## config.mk

```make
export PLATFORM = sky130hd
export DESIGN_NAME = diff_pair_rx
export DESIGN_NICKNAME = d
export VERILOG_FILES = /design/src/rtl/diff_pair_rx_pkg.sv /design/src/rtl/diff_pair_sync.sv /design/src/rtl/diff_pair_rx.sv
export SDC_FILE = /design/constraint.sdc
export NUM_CORES = 1
export LEC_CHECK = 0
export ABC_AREA = 1
export CAP_MARGIN = 20
export CORE_UTILIZATION = 45
export CTS_CLUSTER_DIAMETER = 30
export CTS_CLUSTER_SIZE = 10
export DETAILED_ROUTE_END_ITERATION = 16
export GPL_TIMING_DRIVEN = 0
export PLACE_DENSITY = 0.66
export SYNTH_ARGS = -nofsm -noshare
export SYNTH_HDL_FRONTEND = slang
export SYNTH_SLANG_ARGS = --single-unit
```

## constraint.sdc

```tcl
create_clock -name clk -period 4.3 [get_ports clk]
set_input_delay 0.86 -clock clk [delete_from_list [all_inputs] [get_ports clk]]
set_output_delay 0.86 -clock clk [all_outputs]
set_load 0.1 [all_outputs]
```

## src/rtl/diff_pair_rx_pkg.sv

```systemverilog
// ---------------------------------------------------------------------------
// diff_pair_rx_pkg
// Shared types and default constants for the differential-pair receiver.
//   state_t : receiver FSM states (acquire, locked low, locked high, fault)
//   cls_t   : per-sample classification of the synchronised pad pair
//   DEF_*   : default parameter values used by diff_pair_rx
//   max_int : small helper for sizing the run counter
// ---------------------------------------------------------------------------
package diff_pair_rx_pkg;

    typedef enum logic [1:0] {
        S_ACQ   = 2'd0,
        S_LO    = 2'd1,
        S_HI    = 2'd2,
        S_FAULT = 2'd3
    } state_t;

    typedef enum logic [1:0] {
        CLS_LOW  = 2'd0,
        CLS_HIGH = 2'd1,
        CLS_INV  = 2'd2
    } cls_t;

    localparam int DEF_SYNC_STAGES   = 2;
    localparam int DEF_STABLE_CYCLES = 4;
    localparam int DEF_FAULT_CYCLES  = 8;
    localparam int DEF_CNT_W         = 8;

    // Larger of two integers; the run counter only needs to count up to the
    // longer of the two qualification windows.
    function automatic int max_int(input int a, input int b);
        return (a > b) ? a : b;
    endfunction

endpackage

```

## src/rtl/diff_pair_sync.sv

```systemverilog
// ---------------------------------------------------------------------------
// diff_pair_sync
// Multi-flop synchroniser for one leg of the differential pad pair.
// Parameters:
//   STAGES    : number of flops in the chain (>= 2)
//   RESET_VAL : value every flop takes during reset
// Ports:
//   clk   : receiver clock
//   rst_n : synchronous active-low reset
//   d     : asynchronous pad input
//   q     : synchronised output (last flop of the chain)
// ---------------------------------------------------------------------------
module diff_pair_sync #(
    parameter int   STAGES    = 2,
    parameter logic RESET_VAL = 1'b0
) (
    input  logic clk,
    input  logic rst_n,
    input  logic d,
    output logic q
);

    logic [STAGES-1:0] chain;

    // Shift the pad value through the chain; the first flop may go
    // metastable, later flops give it time to resolve before use.
    always_ff @(posedge clk) begin
        if (!rst_n) begin
            chain <= {STAGES{RESET_VAL}};
        end else begin
            chain <= {chain[STAGES-2:0], d};
        end
    end

    assign q = chain[STAGES-1];

endmodule

```

## src/rtl/diff_pair_rx.sv

```systemverilog
// ---------------------------------------------------------------------------
// diff_pair_rx
// Differential-pair input receiver. Synchronises the true/complement pad
// legs, classifies each sample as HIGH/LOW/INVALID, deglitches level changes
// and declares a line fault on a sustained invalid pair.
// Optional feature macro: DIFF_PAIR_RX_ERRCNT_EN adds a saturating count of
// fault entries (err_cnt) with a synchronous clear (err_clr). Without it the
// err_cnt port does not exist and err_clr has no effect.
// Ports:
//   clk     : single clock
//   rst_n   : synchronous active-low reset
//   pad_t   : true leg (asynchronous)
//   pad_c   : complement leg (asynchronous)
//   err_clr : synchronous clear of err_cnt
//   dout    : deglitched received level
//   rise    : one-cycle pulse on a locked 0->1 change of dout
//   fall    : one-cycle pulse on a locked 1->0 change of dout
//   valid   : pair locked (S_LO or S_HI)
//   fault   : sustained invalid pair (S_FAULT)
//   err_cnt : saturating fault-entry count (macro builds only)
// ---------------------------------------------------------------------------
module diff_pair_rx
    import diff_pair_rx_pkg::*;
#(
    parameter int SYNC_STAGES   = DEF_SYNC_STAGES,
    parameter int STABLE_CYCLES = DEF_STABLE_CYCLES,
    parameter int FAULT_CYCLES  = DEF_FAULT_CYCLES,
    parameter int CNT_W         = DEF_CNT_W
) (
    input  logic             clk,
    input  logic             rst_n,
    input  logic             pad_t,
    input  logic             pad_c,
    input  logic             err_clr,
    output logic             dout,
    output logic             rise,
    output logic             fall,
    output logic             valid,
    output logic             fault
`ifdef DIFF_PAIR_RX_ERRCNT_EN
    ,
    output logic [CNT_W-1:0] err_cnt
`endif
);

    localparam int RUN_MAX = max_int(STABLE_CYCLES, FAULT_CYCLES);
    localparam int RUN_W   = $clog2(RUN_MAX + 1);

    localparam logic [RUN_W-1:0] RUN_SAT    = RUN_W'(RUN_MAX);
    localparam logic [RUN_W-1:0] STABLE_CNT = RUN_W'(STABLE_CYCLES);
    localparam logic [RUN_W-1:0] FAULT_CNT  = RUN_W'(FAULT_CYCLES);

    logic             sync_t;
    logic             sync_c;
    cls_t             cls;
    cls_t             run_cls;
    logic [RUN_W-1:0] run_cnt;

    state_t           state;
    state_t           state_next;
    logic             dout_next;
    logic             rise_next;
    logic             fall_next;
    logic             valid_next;
    logic             fault_next;

    logic             hi_ok;
    logic             lo_ok;
    logic             inv_ok;

    // Both legs clear to the (0,1) LOW pattern so the pair looks like a
    // legal LOW level straight out of reset.
    diff_pair_sync #(
        .STAGES    (SYNC_STAGES),
        .RESET_VAL (1'b0)
    ) u_sync_t (
        .clk   (clk),
        .rst_n (rst_n),
        .d     (pad_t),
        .q     (sync_t)
    );

    diff_pair_sync #(
        .STAGES    (SYNC_STAGES),
        .RESET_VAL (1'b1)
    ) u_sync_c (
        .clk   (clk),
        .rst_n (rst_n),
        .d     (pad_c),
        .q     (sync_c)
    );

    // Classify the synchronised pair. Equal legs mean the far-end driver is
    // off, contended or the line is broken, so they are treated as invalid.
    always_comb begin
        cls = CLS_INV;
        case ({sync_t, sync_c})
            2'b10:   cls = CLS_HIGH;
            2'b01:   cls = CLS_LOW;
            default: cls = CLS_INV;
        endcase
    end

    // Run-length tracker: remembers the class of the current run and how long
    // it has lasted. It saturates so a long steady line never wraps and
    // retriggers a transition.
    always_ff @(posedge clk) begin
        if (!rst_n) begin
            run_cls <= CLS_LOW;
            run_cnt <= '0;
        end else begin
            run_cls <= cls;
            if (cls != run_cls) begin
                run_cnt <= RUN_W'(1);
            end else if (run_cnt != RUN_SAT) begin
                run_cnt <= run_cnt + RUN_W'(1);
            end
        end
    end

    assign hi_ok  = (run_cls == CLS_HIGH) && (run_cnt >= STABLE_CNT);
    assign lo_ok  = (run_cls == CLS_LOW)  && (run_cnt >= STABLE_CNT);
    assign inv_ok = (run_cls == CLS_INV)  && (run_cnt >= FAULT_CNT);

    // State register; dout and the status flags are registered alongside the
    // state so every output comes straight from a flop.
    always_ff @(posedge clk) begin
        if (!rst_n) begin
            state <= S_ACQ;
            dout  <= 1'b0;
            rise  <= 1'b0;
            fall  <= 1'b0;
            valid <= 1'b0;
            fault <= 1'b0;
        end else begin
            state <= state_next;
            dout  <= dout_next;
            rise  <= rise_next;
            fall  <= fall_next;
            valid <= valid_next;
            fault <= fault_next;
        end
    end

    // Next-state logic. Edge pulses are only produced when moving between the
    // two locked states; acquiring a level from S_ACQ or recovering from
    // S_FAULT updates dout silently because there was no trusted previous
    // level to have an edge from.
    always_comb begin
        state_next = state;
        dout_next  = dout;
        rise_next  = 1'b0;
        fall_next  = 1'b0;

        case (state)
            S_ACQ: begin
                if (hi_ok) begin
                    state_next = S_HI;
                    dout_next  = 1'b1;
                end else if (lo_ok) begin
                    state_next = S_LO;
                    dout_next  = 1'b0;
                end else if (inv_ok) begin
                    state_next = S_FAULT;
                end
            end
            S_LO: begin
                if (hi_ok) begin
                    state_next = S_HI;
                    dout_next  = 1'b1;
                    rise_next  = 1'b1;
                end else if (inv_ok) begin
                    state_next = S_FAULT;
                end
            end
            S_HI: begin
                if (lo_ok) begin
                    state_next = S_LO;
                    dout_next  = 1'b0;
                    fall_next  = 1'b1;
                end else if (inv_ok) begin
                    state_next = S_FAULT;
                end
            end
            S_FAULT: begin
                if (hi_ok) begin
                    state_next = S_HI;
                    dout_next  = 1'b1;
                end else if (lo_ok) begin
                    state_next = S_LO;
                    dout_next  = 1'b0;
                end
            end
            default: begin
                state_next = S_ACQ;
            end
        endcase

        valid_next = (state_next == S_LO) || (state_next == S_HI);
        fault_next = (state_next == S_FAULT);
    end

`ifdef DIFF_PAIR_RX_ERRCNT_EN
    logic fault_entry;

    assign fault_entry = (state_next == S_FAULT) && (state != S_FAULT);

    // Fault-entry counter. A clear that coincides with a new entry keeps
    // that entry, so the count restarts at 1 rather than losing the event.
    always_ff @(posedge clk) begin
        if (!rst_n) begin
            err_cnt <= '0;
        end else if (err_clr && fault_entry) begin
            err_cnt <= CNT_W'(1);
        end else if (err_clr) begin
            err_cnt <= '0;
        end else if (fault_entry && (err_cnt != {CNT_W{1'b1}})) begin
            err_cnt <= err_cnt + CNT_W'(1);
        end
    end
`else
    logic unused_err_clr;

    assign unused_err_clr = err_clr;
`endif

endmodule
```

## Word level (Yosys, flattened, before mapping)

Cells that the tools add are included.
Widths: inputs -> output; s select.

- Input bits: 5
- Flip-flop bits (word level): 17
- Output and inout port bits: 5

- Add/sub/neg operators: 1
- Order comparisons: 2
- Multiplexer cells: 16
- Bitwise gates (word level): 1
- Reductions and logical operators: 11
- Equal/unequal tests: 13

Operators with widths:

| operator | count |
|---|---|
| $eq 2x2->1 const B | 6 |
| $mux 2 | 6 |
| $eq 2x1->1 const B | 4 |
| $pmux 2 s4 | 1 |
| $mux 1 | 7 |
| $add 4x1->4 const B | 1 |
| $ge 4x3->1 const B | 1 |
| $ge 4x4->1 const B | 1 |
| $logic_not 2->1 | 2 |
| $ne 4x4->1 const B | 1 |
| $pmux 2 s2 | 1 |
| $reduce_and 2->1 | 2 |
| $reduce_or 2->1 | 2 |
| $logic_and 1x1->1 | 3 |
| $pmux 1 s3 | 1 |
| $ne 2x2->1 | 1 |
| $ne 2x2->1 const B | 1 |
| $reduce_bool 2->1 | 1 |
| $logic_or 1x1->1 | 1 |
| $not 1->1 | 1 |

## Depth between registers and ports, before layout

Gate-level depths: netlist of run 1.

- Word-level depth: 8
- Gate-level depth with buffers: 11
- Gate-level depth less buffers: 11

## Cells and area by module

Synthesis of run 1 repeated with hierarchy kept, for this count alone.

- Cell total of the unflattened synthesis: 111
- Area total of the unflattened synthesis: 859.6 um^2

Modules (own cells, without submodules):

| module | cells each | area an instance (um^2) | instances |
|---|---|---|---|
| diff_pair_rx | 99 | 749.5 | 1 |
| diff_pair_sync | 6 | 55.1 | 2 |

## Least setup slack after synthesis of run 1

No wires, ideal clock.

- Path kind: reg-to-output
- From: reg dout
- To: out dout
- Setup slack: 2499 ps
- Cell stages (with the launch flop): 1
- Data arrival time: 941 ps
- Buffers on the path: 0
- Data required time: 3440 ps
- Path through: dfxtp_1

RTL lines:

| what | line | text |
|---|---|---|
| start: declaration | diff_pair_rx.sv:35 | `output logic dout,` |
| start signal: assignment | diff_pair_rx.sv:137 | `dout <= dout_next;` |

No word-level cell between the ends.

## Final worst setup path of run 1

- From: reg dout
- To: out dout

No word-level cell between the ends.

==> results by group, run 1 <==
Global routing
  • Number of antenna violations at the first check in global routing: 0
  • Global-route congestion overflow total: 0
  • Overall global routing resource usage: 15.65%
  • First-pass GRT wire length: approximately 2400 um
  • Largest net degree at the start of global routing: 11
  • Number of global-route vias before repair: 609

Pwr
  • Peak supply drop: roughly 0.18 mV
  • Overall power of the completed layout: 0.2940 mW
  • Share of total power in sequential cells: a little under three fifths
  • Comb power frac: a little over an eighth
  • Fraction of power consumed by the clock network: 29.7%
  • Leakage power figure: slightly above 0.5 nW
  • PD cells: around 290 nW/um^2
  • Internal power: approximately 0.21 mW
  • Switching share of power: 27.75%
  • Net load switching power: around 0.08 mW

Hold path
  • Min-delay worst type: reg2reg
  • Hold Startpoint: u_sync_t.chain[0]
  • Terminating pin of the worst hold path: u_sync_t.chain[1]
  • Hold Crit Depth: 2

Layout
  • Fraction of final layout cells sized beyond drive strength 1: 15.32%
  • Final design instance area without fill: around 1000 um^2
  • N_diodes: 0
  • Area grow syn2layout: 14.80%
  • NumNets Final: approximately 140

Setup path
  • Reg-to-reg endpoint: valid
  • Startpoint Class: register
  • Critical-path cell list: clkdlybuf4s50_1
  • Register-to-Register Path Depth: 9
  • Cell with the largest stage delay on the worst path: sky130_fd_sc_hd__clkdlybuf4s50_1
  • Startpoint of the lowest-slack register-to-register path: state[0]
  • Kind of cell adding the most delay to the critical path: buffers and inverters
  • Worst path bufs/invs: 1
  • Critical path's largest stage delay: 1140 ps
  • Setup crit end kind: output port
  • Setup slack, reg-to-reg: 2740 ps
  • Required time worst endpoint: approximately 3400 ps
  • Critical-path maximum fanout: 3
  • Critical path launch point: dout
  • CP Class: reg2out
  • Endpoint arrival time on the critical path: 1790 ps

Detailed routing
  • Routed length per placed instance: 9.483 um
  • Vias: 697
  • Avg Vias per Cell: roughly 4.7
  • Final routed DRC violation total: 0
  • Detailed Routing Iterations Pass 1: 4
  • Iter 0 DRT Violations: 6
  • Post-detailed-route count of antenna-violating nets: 0
  • Post-Route WL: 1413 um

Clock tree
  • Total number of clock tree sinks: 17
  • Root Buffer: sky130_fd_sc_hd__clkbuf_4
  • Post_cts resized: 0
  • Number of buffers added for setup after CTS: 0
  • Number of buffers inserted for hold repair after clock tree synthesis: 0
  • Cts bufs inserted: 3
  • CTS tree: yes
  • Clock latency on the worst-skew pair: roughly 290 ps
  • Maximum number of buffers from clock root to sink: 2
  • Clock transition at the registers of the reported paths: 100 ps
  • Number of H-tree branching levels: 1

STA
  • Fmax achieved: between 300 and 400 MHz
  • Total Neg Setup Slack: 0 ps
  • Fin crit share: between 60% and 70%
  • Setup repair after global routing missed its margin: no
  • Final number of max-transition violations: 0
  • Hold Slack: around 430 ps
  • Max transition margin: between 30% and 40%
  • Final critical delay including setup and external delays: ~2700 ps
  • Worst-case clock skew: 1.480 ps
  • Endpoints failing hold: 0
  • Final-report setup violation count: 0
  • Measured slew at the worst slew-check pin: about 960 ps

Floorplanning
  • Placement Rows: 15
  • Standard cell core area: roughly 1800 um^2
  • Effective utilization at floorplan: between 40% and 50%
  • Number of ports placed on the die boundary: 10
  • Die width: approximately 46 um
  • Area of the die: about 2100 um^2
  • Die span in y: ~46 um

Yosys
  • Distinct cells, synth: 24
  • Synthesized area divided by synthesized cell count: between 7 and 8 um^2
  • Share of synthesized area occupied by flip-flops and latches: 39.08%
  • Flop and latch count out of synthesis: 17
  • Cell area after technology mapping: approximately 870 um^2
  • Yosys warning total: 0
  • Mapped Cells: around 110
  • Mapped Nets: 126

Status
  • Status: complete, no violations

Job
  • Count of max-cap constraint violations: 0

Placed design
  • GPL Wtd Cong: about 0.78
  • Number of buffers added on ports: 7
  • HPWL after detailed placement: roughly 1100 um
  • Placed inst area: 972.2 um^2
==> metal layers <==
layer / up-vias / global-route usage [%] / share of wire, %
met5: - / 0 / 0
met4: 0 / 7.059 / 0.42
met3: 2 / 2.381 / 3.0
met2: 12 / 26.76 / 48
met1: 310 / 19.04 / 49
li1: 373 / - / -
==> placed cells by master, fill, tap and decap left out, drive strengths merged, types with 5 or more instances in the layout <==
cell            n
nor3            5
ha              8
clkdlybuf4s50   7
nand3           9
o21ai           6
inv            22
a21oi           5
dfxtp          17
nand2          25
nor2            8
==> layout make-up <==
type	instances	area [um^2]
tap	25	31.28
clock inverter	1	5.005
inverter	22	82.58
clock buffer	3	22.52
fill	183	764.5
timing repair buffer	7	70.07
sequential	17	340.3
buffer	1	5.005
multi-input combinational	73	442.9
==> state kept, by name (all words and copies together) (netlist names) <==
name	flops
dout	1
fall	1
fault	1
rise	1
run_cls	2
run_cnt	4
state	2
u_sync_c.chain	2
u_sync_t.chain	2
valid	1
==> worst reg2reg max path, cell delays in order (launching register included) <==
cell                      delay, ps
sky130_fd_sc_hd__dfxtp_1        380
sky130_fd_sc_hd__inv_1          110
sky130_fd_sc_hd__ha_1           270
sky130_fd_sc_hd__o21ai_2        120
sky130_fd_sc_hd__o21ai_1         70
sky130_fd_sc_hd__nand2_1         80
sky130_fd_sc_hd__nand3_2         80
sky130_fd_sc_hd__ha_1           280
sky130_fd_sc_hd__nand2_1         60
sky130_fd_sc_hd__inv_1           30
==> cells by family (layout without fill, tap and decap cells) <==
logic type      Yosys count  after routing  share of synthesized area, %
compound gates           11             11                         7.184
xor+xnor                  2              2                         2.012
fa+ha+maj                 8              8                         11.49
buf+inv                  23             34                         10.06
flops                    17             17                         39.08
simple gates             52             52                         30.17
==> cells in the mapped netlist (all sizes together) <==
library cell / n / area (um^2)
xor2: 1 / 8.760
buf: 1 / 5.000
a21oi: 5 / 28.78
ha: 8 / 100.1
nand4: 2 / 12.51
nand2: 25 / 111.4
or2: 3 / 18.77
nor3: 5 / 30.03
o21ai: 6 / 33.78
xnor2: 1 / 8.760
nor2: 8 / 35.03
inv: 22 / 82.58
dfxtp: 17 / 340.3
nand3: 9 / 55.05
==> per-stage QoR <==
step	setup WS (ps)	std cells	util, %
2_1_floorplan	2499	113	-
3_3_place_gp	1977	145	55.11
3_5_place_dp	1968	145	55.11
4_1_cts	1633	149	56.67
5_1_grt	1608	149	56.67
6_report	1646	149	56.67
==> worst max-delay path by stage <==
stage          endpoint  slack [ps]  depth (start not counted)
2_1_floorplan      dout        2500                          0
3_3_place_gp       dout        1980                          1
3_5_place_dp       dout        1970                          1
4_1_cts            dout        1630                          1
5_1_grt            dout        1610                          1
6_report           dout        1650                          1
==> power groups by stage <==
stage	clock network [mW]	registers, mW	logic [mW]
final	0.0872	0.168	0.0389
after detailed placement	0	0.172	0.0389
after floorplan	0	0.177	0.0246
after global placement	0	0.171	0.0375
after CTS	0.0902	0.168	0.0394
after global routing	0.0956	0.169	0.0437
Power figures use the tool's default switching activity.
==> inputs of run 2 (changes only) <==
--- a/config.mk
+++ b/config.mk
@@ -12,7 +12,7 @@
 export CTS_CLUSTER_SIZE = 10
 export DETAILED_ROUTE_END_ITERATION = 16
 export GPL_TIMING_DRIVEN = 0
-export PLACE_DENSITY = 0.66
+export PLACE_DENSITY = 0.69
 export SYNTH_ARGS = -nofsm -noshare
 export SYNTH_HDL_FRONTEND = slang
 export SYNTH_SLANG_ARGS = --single-unit
==> constraint.sdc (replaced) <==
create_clock -name clk -period 2.3 [get_ports clk]
set_input_delay 0.46 -clock clk [delete_from_list [all_inputs] [get_ports clk]]
set_output_delay 0.46 -clock clk [all_outputs]
set_load 0.1 [all_outputs]
==> run 2 against run 1 <==
Critical path depth is the same; power is 87% higher; wire length shrank 3.6%; clock-buffer cell count is 1 higher; sequential power increased by 87%; die area unchanged; sequential cell count unchanged; core utilization grew 0.071 points; final cell count is the same; largest power group unchanged; worst setup slack worse by 1500 ps; cell area rose by 0.13%; register-to-register slack got worse by 2000 ps.
==> results by group, run 2 (synthesis results as in run 1) <==
Placed design
  • HPWL after detailed placement: 1061 um (-3.7%)
  • Number of buffers added on ports: 7 (unchanged)
  • GPL Wtd Cong: 0.7876 (+0.45%)
  • Placed inst area: 972.2 um^2 (unchanged)
  • Number of placed cells counting well taps: 145 (unchanged)

Floorplanning
  • Area of the die: 2115 um^2 (unchanged)
  • Placement Rows: 15 (unchanged)
  • Effective utilization at floorplan: 49.36% (unchanged)
  • Standard cell core area: 1764 um^2 (unchanged)
  • Die span in y: 45.99 um (unchanged)
  • Number of ports placed on the die boundary: 10 (unchanged)
  • Die width: 45.99 um (unchanged)

Pwr
  • Internal power: 0.4000 mW (+88%)
  • Leakage power figure: 0.5329 nW (+3.0%)
  • PD cells: 549.2 nW/um^2 (+87%)
  • Comb power frac: 13.1% (about the same)
  • Fraction of power consumed by the clock network: 29.8% (about the same)
  • Net load switching power: 0.1497 mW (+83%)
  • Share of total power in sequential cells: 57.1% (about the same)
  • Peak supply drop: 0.3600 mV (+100%)
  • Switching share of power: 27.23% (-0.52 points)

Layout
  • Area used by multi-input combinational logic: 442.9 um^2 (unchanged)
  • Flip-flop count of the largest register, all copies and words added: 4 (unchanged)
  • Register cell area after layout: 340.3 um^2 (unchanged)
  • Most frequent standard cell in the layout excluding fill and tap cells: sky130_fd_sc_hd__nand2_1
  • N_diodes: 0 (unchanged)
  • Fraction of final layout cells sized beyond drive strength 1: 14.52% (-0.81 points)
  • Filler Cells Inserted: 188 (+2.7%)
  • Area grow syn2layout: 14.94%
  • Final design instance area without fill: 1001 um^2 (+0.13%)
  • Top library cells by usage in the layout, fill and taps aside: 22 x sky130_fd_sc_hd__nand2_1, 20 x sky130_fd_sc_hd__inv_1, 17 x sky130_fd_sc_hd__dfxtp_1
  • NumNets Final: 138 (unchanged)
  • Register containing the most flip-flops in the final layout: run_cnt
  • Non-filler instance count after layout: 149 (unchanged)

STA
  • Worst-case clock skew: 5.109 ps (+3.629 ps)
  • Total Neg Setup Slack: 0 ps (unchanged)
  • Hold Slack: 423.3 ps (-2.503 ps)
  • Final critical delay including setup and external delays: 2202 ps
  • Setup repair after global routing missed its margin: no
  • Final number of max-transition violations: 0 (unchanged)
  • Final-report setup violation count: 0 (unchanged)
  • Max transition margin: 35.69% (-0.14 points)
  • Endpoints failing hold: 0 (unchanged)
  • Fin crit share: between 90% and 100%
  • Measured slew at the worst slew-check pin: 961.7 ps (+2.096 ps)
  • Fmax achieved: ~450 MHz

Hold path
  • Min-delay worst type: reg2reg

Setup path
  • Critical-path maximum fanout: 1 (-2)
  • Required time worst endpoint: 1840 ps (-1600 ps)
  • Critical path's largest stage delay: 1120 ps (-20 ps)
  • Setup crit end kind: output port
  • Endpoint arrival time on the critical path: 1740 ps (-50 ps)
  • Kind of cell adding the most delay to the critical path: buffers and inverters
  • Worst path bufs/invs: 1 (unchanged)
  • Cell with the largest stage delay on the worst path: sky130_fd_sc_hd__clkdlybuf4s50_1
  • Critical-path cell list: clkdlybuf4s50_1
  • Startpoint Class: register
  • CP Class: reg2out

Clock tree
  • Post_cts resized: 0 (unchanged)
  • Number of H-tree branching levels: 1 (unchanged)
  • Total number of clock tree sinks: 17 (unchanged)
  • Number of buffers inserted for hold repair after clock tree synthesis: 0 (unchanged)
  • Maximum number of buffers from clock root to sink: 2 (unchanged)
  • Cts bufs inserted: 3 (unchanged)
  • Number of buffers added for setup after CTS: 0 (unchanged)
  • Clock transition at the registers of the reported paths: 100 ps (about the same)
  • CTS tree: yes
  • Root Buffer: sky130_fd_sc_hd__clkbuf_4
  • Clock latency on the worst-skew pair: 290 ps (about the same)

Global routing
  • First-pass GRT wire length: 2249 um (-4.9%)
  • Global-route congestion overflow total: 0 (unchanged)
  • Number of antenna violations at the first check in global routing: 0 (unchanged)
  • Largest net degree at the start of global routing: 11 (unchanged)
  • Number of global-route vias before repair: 568 (-6.7%)
  • Overall global routing resource usage: 14.89% (-0.76 points)

Detailed routing
  • Detailed Routing Iterations Pass 1: 3 (-1)
  • Vias: 698 (+0.14%)
  • Routed length per placed instance: 9.141 um (-3.6%)
  • Iter 0 DRT Violations: 10 (+4)
  • Avg Vias per Cell: 4.685 (+0.14%)
  • Post-Route WL: 1362 um (-3.6%)
  • Post-detailed-route count of antenna-violating nets: 0 (unchanged)
  • Final routed DRC violation total: 0 (unchanged)

Job
  • Count of max-cap constraint violations: 0 (unchanged)

Status
  • Status: complete, no violations
==> run 2: power groups by stage <==
stage | Combinational (mW) | Clock (mW) | Sequential, mW
CTS | 0.0730 | 0.171 | 0.314
global placement | 0.0700 | 0 | 0.320
floorplan | 0.0460 | 0 | 0.331
finish | 0.0721 | 0.164 | 0.314
detailed placement | 0.0724 | 0 | 0.321
global route | 0.0806 | 0.189 | 0.316
==> run 2: metal layers <==
layer	GRT usage [%]	vias to the layer above	share of wire, %
met4	7.059	0	0.73
li1	-	373	-
met5	0	-	0
met1	18.71	315	50
met2	23.66	8	46
met3	3.571	2	2.7
==> run 2: final timing paths <==
path	from	end	slack, ps	depth (start not counted)
worst max-delay path	valid	valid	100	1
worst min-delay path	u_sync_t.chain[0]	u_sync_t.chain[1]	420	2
worst max register to register	state[0]	valid	750	9
worst min register to register	u_sync_t.chain[0]	u_sync_t.chain[1]	420	2
==> run 2: stage by stage <==
stage,power (mW),setup slack (ps),util (%)
after global placement,0.3905,378.6,55.11
after detailed placement,0.3934,361.8,55.11
after global routing,0.5850,27.13,56.74
after floorplan,0.3767,848.3,-
final,0.5497,97.78,56.74
after CTS,0.5581,20.47,56.60
==> run 2: area by class of cell <==
class                      count  share of cell area [%]
multi-input combinational     73                   44.25
sequential                    17                   34.00
inverter                      22                   8.250
timing repair buffer           7                   7.250
tap                           25                   3.125
clock buffer                   4                   2.625
buffer                         1                  0.5000
==> run 2: worst register-to-register path: cells and delay by family (launching register included) <==
| kind | cells | cell delay, ps |
|---|---|---|
| compound gates | 2 | 190 |
| fa+ha+maj | 2 | 550 |
| buf+inv | 2 | 140 |
| flops | 1 | 380 |
| simple gates | 3 | 200 |
==> inputs of run 3 (changes only) <==
--- a/config.mk
+++ b/config.mk
@@ -7,11 +7,13 @@
 export LEC_CHECK = 0
 export ABC_AREA = 1
 export CAP_MARGIN = 20
+export CORE_MARGIN = 3
 export CORE_UTILIZATION = 45
 export CTS_CLUSTER_DIAMETER = 30
 export CTS_CLUSTER_SIZE = 10
 export DETAILED_ROUTE_END_ITERATION = 16
 export GPL_TIMING_DRIVEN = 0
+export HOLD_SLACK_MARGIN = 0.15
 export PLACE_DENSITY = 0.69
 export SYNTH_ARGS = -nofsm -noshare
 export SYNTH_HDL_FRONTEND = slang
==> run 3 against run 2 <==
Via count decreased by 0.29%; global-route usage is 1.9 points lower; clock-buffer cell count is 1 lower; combinational power is 2% higher; non-clock buffer count stayed put; critical endpoint is now dout; cell area rose by 0.12%; final cell count unchanged; register-to-register slack worse by 60 ps; fmax is 2.3% lower; first-iteration DRC count is 40% higher; sequential power hardly changed; clock skew increased by 13 ps; largest power group unchanged.
==> results by group, run 3 (synthesis results as in run 1) <==
Detailed routing
  • Post-detailed-route count of antenna-violating nets: 0 (unchanged)
  • Routed length per placed instance: 9.866 um (+7.9%)
  • Detailed Routing Iterations Pass 1: 3 (unchanged)
  • Post-Route WL: 1470 um (+7.9%)
  • Iter 0 DRT Violations: 14 (+4)
  • Vias: 696 (-0.29%)
  • Avg Vias per Cell: 4.671 (-0.29%)
  • Final routed DRC violation total: 0 (unchanged)

Placed design
  • GPL Wtd Cong: 0.8340 (+5.9%)
  • Number of buffers added on ports: 7 (unchanged)
  • HPWL after detailed placement: 1107 um (+4.4%)

Layout
  • Most frequent standard cell in the layout excluding fill and tap cells: sky130_fd_sc_hd__nand2_1
  • Fraction of final layout cells sized beyond drive strength 1: 15.32% (+0.81 points)
  • Flip-flop count of the largest register, all copies and words added: 4 (unchanged)
  • N_diodes: 0 (unchanged)
  • Area grow syn2layout: 15.09%
  • Core occupancy in the finished layout: 56.21% (-0.53 points)
  • NumNets Final: 138 (unchanged)
  • Top library cells by usage in the layout, fill and taps aside: 22 x sky130_fd_sc_hd__nand2_1, 20 x sky130_fd_sc_hd__inv_1, 17 x sky130_fd_sc_hd__dfxtp_1
  • Register containing the most flip-flops in the final layout: run_cnt

Status
  • Status: complete, no violations

STA
  • Fin crit share: 98.03% (+2.3 points)
  • Hold Slack: 425.2 ps (+1.933 ps)
  • Worst-case clock skew: 17.95 ps (+12.84 ps)
  • Fmax achieved: 443.5 MHz (-2.3%)
  • Setup repair after global routing missed its margin: no
  • Measured slew at the worst slew-check pin: 967.5 ps (+5.819 ps)
  • Final critical delay including setup and external delays: 2255 ps (+52.49 ps)
  • Final number of max-transition violations: 0 (unchanged)
  • Max transition margin: 35.30% (-0.39 points)
  • Total Neg Setup Slack: 0 ps (unchanged)
  • Endpoints failing hold: 0 (unchanged)
  • Final-report setup violation count: 0 (unchanged)

Pwr
  • Peak supply drop: 0.3844 mV (+6.8%)
  • Share of total power in sequential cells: 56.3% (-0.8 points)
  • PD cells: 556.3 nW/um^2 (+1.3%)
  • Internal power: 0.3990 mW (-0.25%)
  • Switching share of power: 28.43% (+1.2 points)
  • Net load switching power: 0.1585 mW (+5.9%)
  • Fraction of power consumed by the clock network: 30.5% (+0.7 points)
  • Leakage power figure: 0.5135 nW (-3.6%)
  • Comb power frac: 13.2% (about the same)
  • Overall power of the completed layout: 0.5575 mW (+1.4%)

Setup path
  • Critical-path cell list: clkdlybuf4s50_1
  • CP Class: reg2out
  • Reg-to-reg endpoint: valid
  • Endpoint arrival time on the critical path: 1790 ps (+50 ps)
  • Kind of cell adding the most delay to the critical path: buffers and inverters
  • Critical-path maximum fanout: 3 (+2)
  • Setup crit end kind: output port
  • Critical path's largest stage delay: 1140 ps (+20 ps)
  • Cell with the largest stage delay on the worst path: sky130_fd_sc_hd__clkdlybuf4s50_1
  • Required time worst endpoint: 1840 ps (about the same)
  • Register-to-Register Path Depth: 10 (+1)
  • Setup slack, reg-to-reg: 690 ps (-60 ps)
  • Worst path bufs/invs: 1 (unchanged)
  • Startpoint Class: register
  • Startpoint of the lowest-slack register-to-register path: run_cnt[3]

Global routing
  • Number of antenna violations at the first check in global routing: 0 (unchanged)
  • Number of global-route vias before repair: 596 (+4.9%)
  • First-pass GRT wire length: 2408 um (+7.1%)
  • Global-route congestion overflow total: 0 (unchanged)
  • Largest net degree at the start of global routing: 12 (+1)
  • Overall global routing resource usage: 13.00% (-1.9 points)

Floorplanning
  • Placement Rows: 15 (unchanged)
  • Standard cell core area: 1783 um^2 (+1.1%)
  • Die span in y: 49.99 um (+8.7%)
  • Effective utilization at floorplan: 48.84% (-0.52 points)
  • Die width: 49.99 um (+8.7%)
  • Area of the die: 2499 um^2 (+18%)
  • Number of ports placed on the die boundary: 10 (unchanged)

Clock tree
  • Number of buffers inserted for hold repair after clock tree synthesis: 0 (unchanged)
  • Number of H-tree branching levels: 1 (unchanged)
  • Maximum number of buffers from clock root to sink: 2 (unchanged)
  • Cts bufs inserted: 3 (unchanged)
  • Root Buffer: sky130_fd_sc_hd__clkbuf_4
  • Post_cts resized: 0 (unchanged)
  • Total number of clock tree sinks: 17 (unchanged)
  • CTS tree: yes
  • Clock transition at the registers of the reported paths: 120 ps (+20 ps)
  • Number of buffers added for setup after CTS: 0 (unchanged)
  • Clock latency on the worst-skew pair: 310 ps (+20 ps)

Hold path
  • Hold Startpoint: u_sync_t.chain[0]
  • Min-delay worst type: reg2reg
  • Terminating pin of the worst hold path: u_sync_t.chain[1]
  • Hold Crit Depth: 2 (unchanged)

Job
  • Count of max-cap constraint violations: 0 (unchanged)
## run 3: changes by cell type in the layout (fill, tap and decap cells not counted), sizes merged
cell,previous run,this run
dlymetal6s2s,1,0
clkbuf,4,3
clkinvlp,0,1
clkdlybuf4s50,6,7
## run 3: metal layers
metal	GRT usage [%]	wire length (um)
met1	16.05	759
met2	18.91	615
met3	2.719	46
met4	11.06	48
met5	0	0
## run 3: how the worst max path moves through the flow
stage               startpoint  endpoint  cells past startpoint
floorplan                 dout      dout                      4
global placement          dout      dout                      1
detailed placement        dout      dout                      1
CTS                       dout      dout                      1
global route              dout      dout                      1
finish                    dout      dout                      1
## run 3: per-stage QoR
step | instance area [um^2] | setup WS, ps | std cells
5_1_grt | 1002 | 2.046 | 149
4_1_cts | 1002 | 29.27 | 149
3_5_place_dp | 972.2 | 378.7 | 145
6_report | 1002 | 45.29 | 149
3_3_place_gp | 972.2 | 375.2 | 145
2_1_floorplan | 870.8 | 848.3 | 113
## run 3: power by group through the flow
stage	Clock (mW)	Combinational, mW	Sequential [mW]
2_1_floorplan	0	0.0460	0.331
3_3_place_gp	0	0.0704	0.320
3_5_place_dp	0	0.0737	0.321
4_1_cts	0.177	0.0742	0.314
5_1_grt	0.187	0.0813	0.315
6_report	0.170	0.0735	0.314
## run 3: area by class of cell
class	count	area, um^2
Clock inverter	1	7.507
Sequential cell	17	340.3
Tap cell	25	31.28
Fill cell	172	780.7
Inverter	22	82.58
Clock buffer	3	22.52
Multi-Input combinational cell	73	442.9
Timing Repair Buffer	7	70.07
Buffer	1	5.005
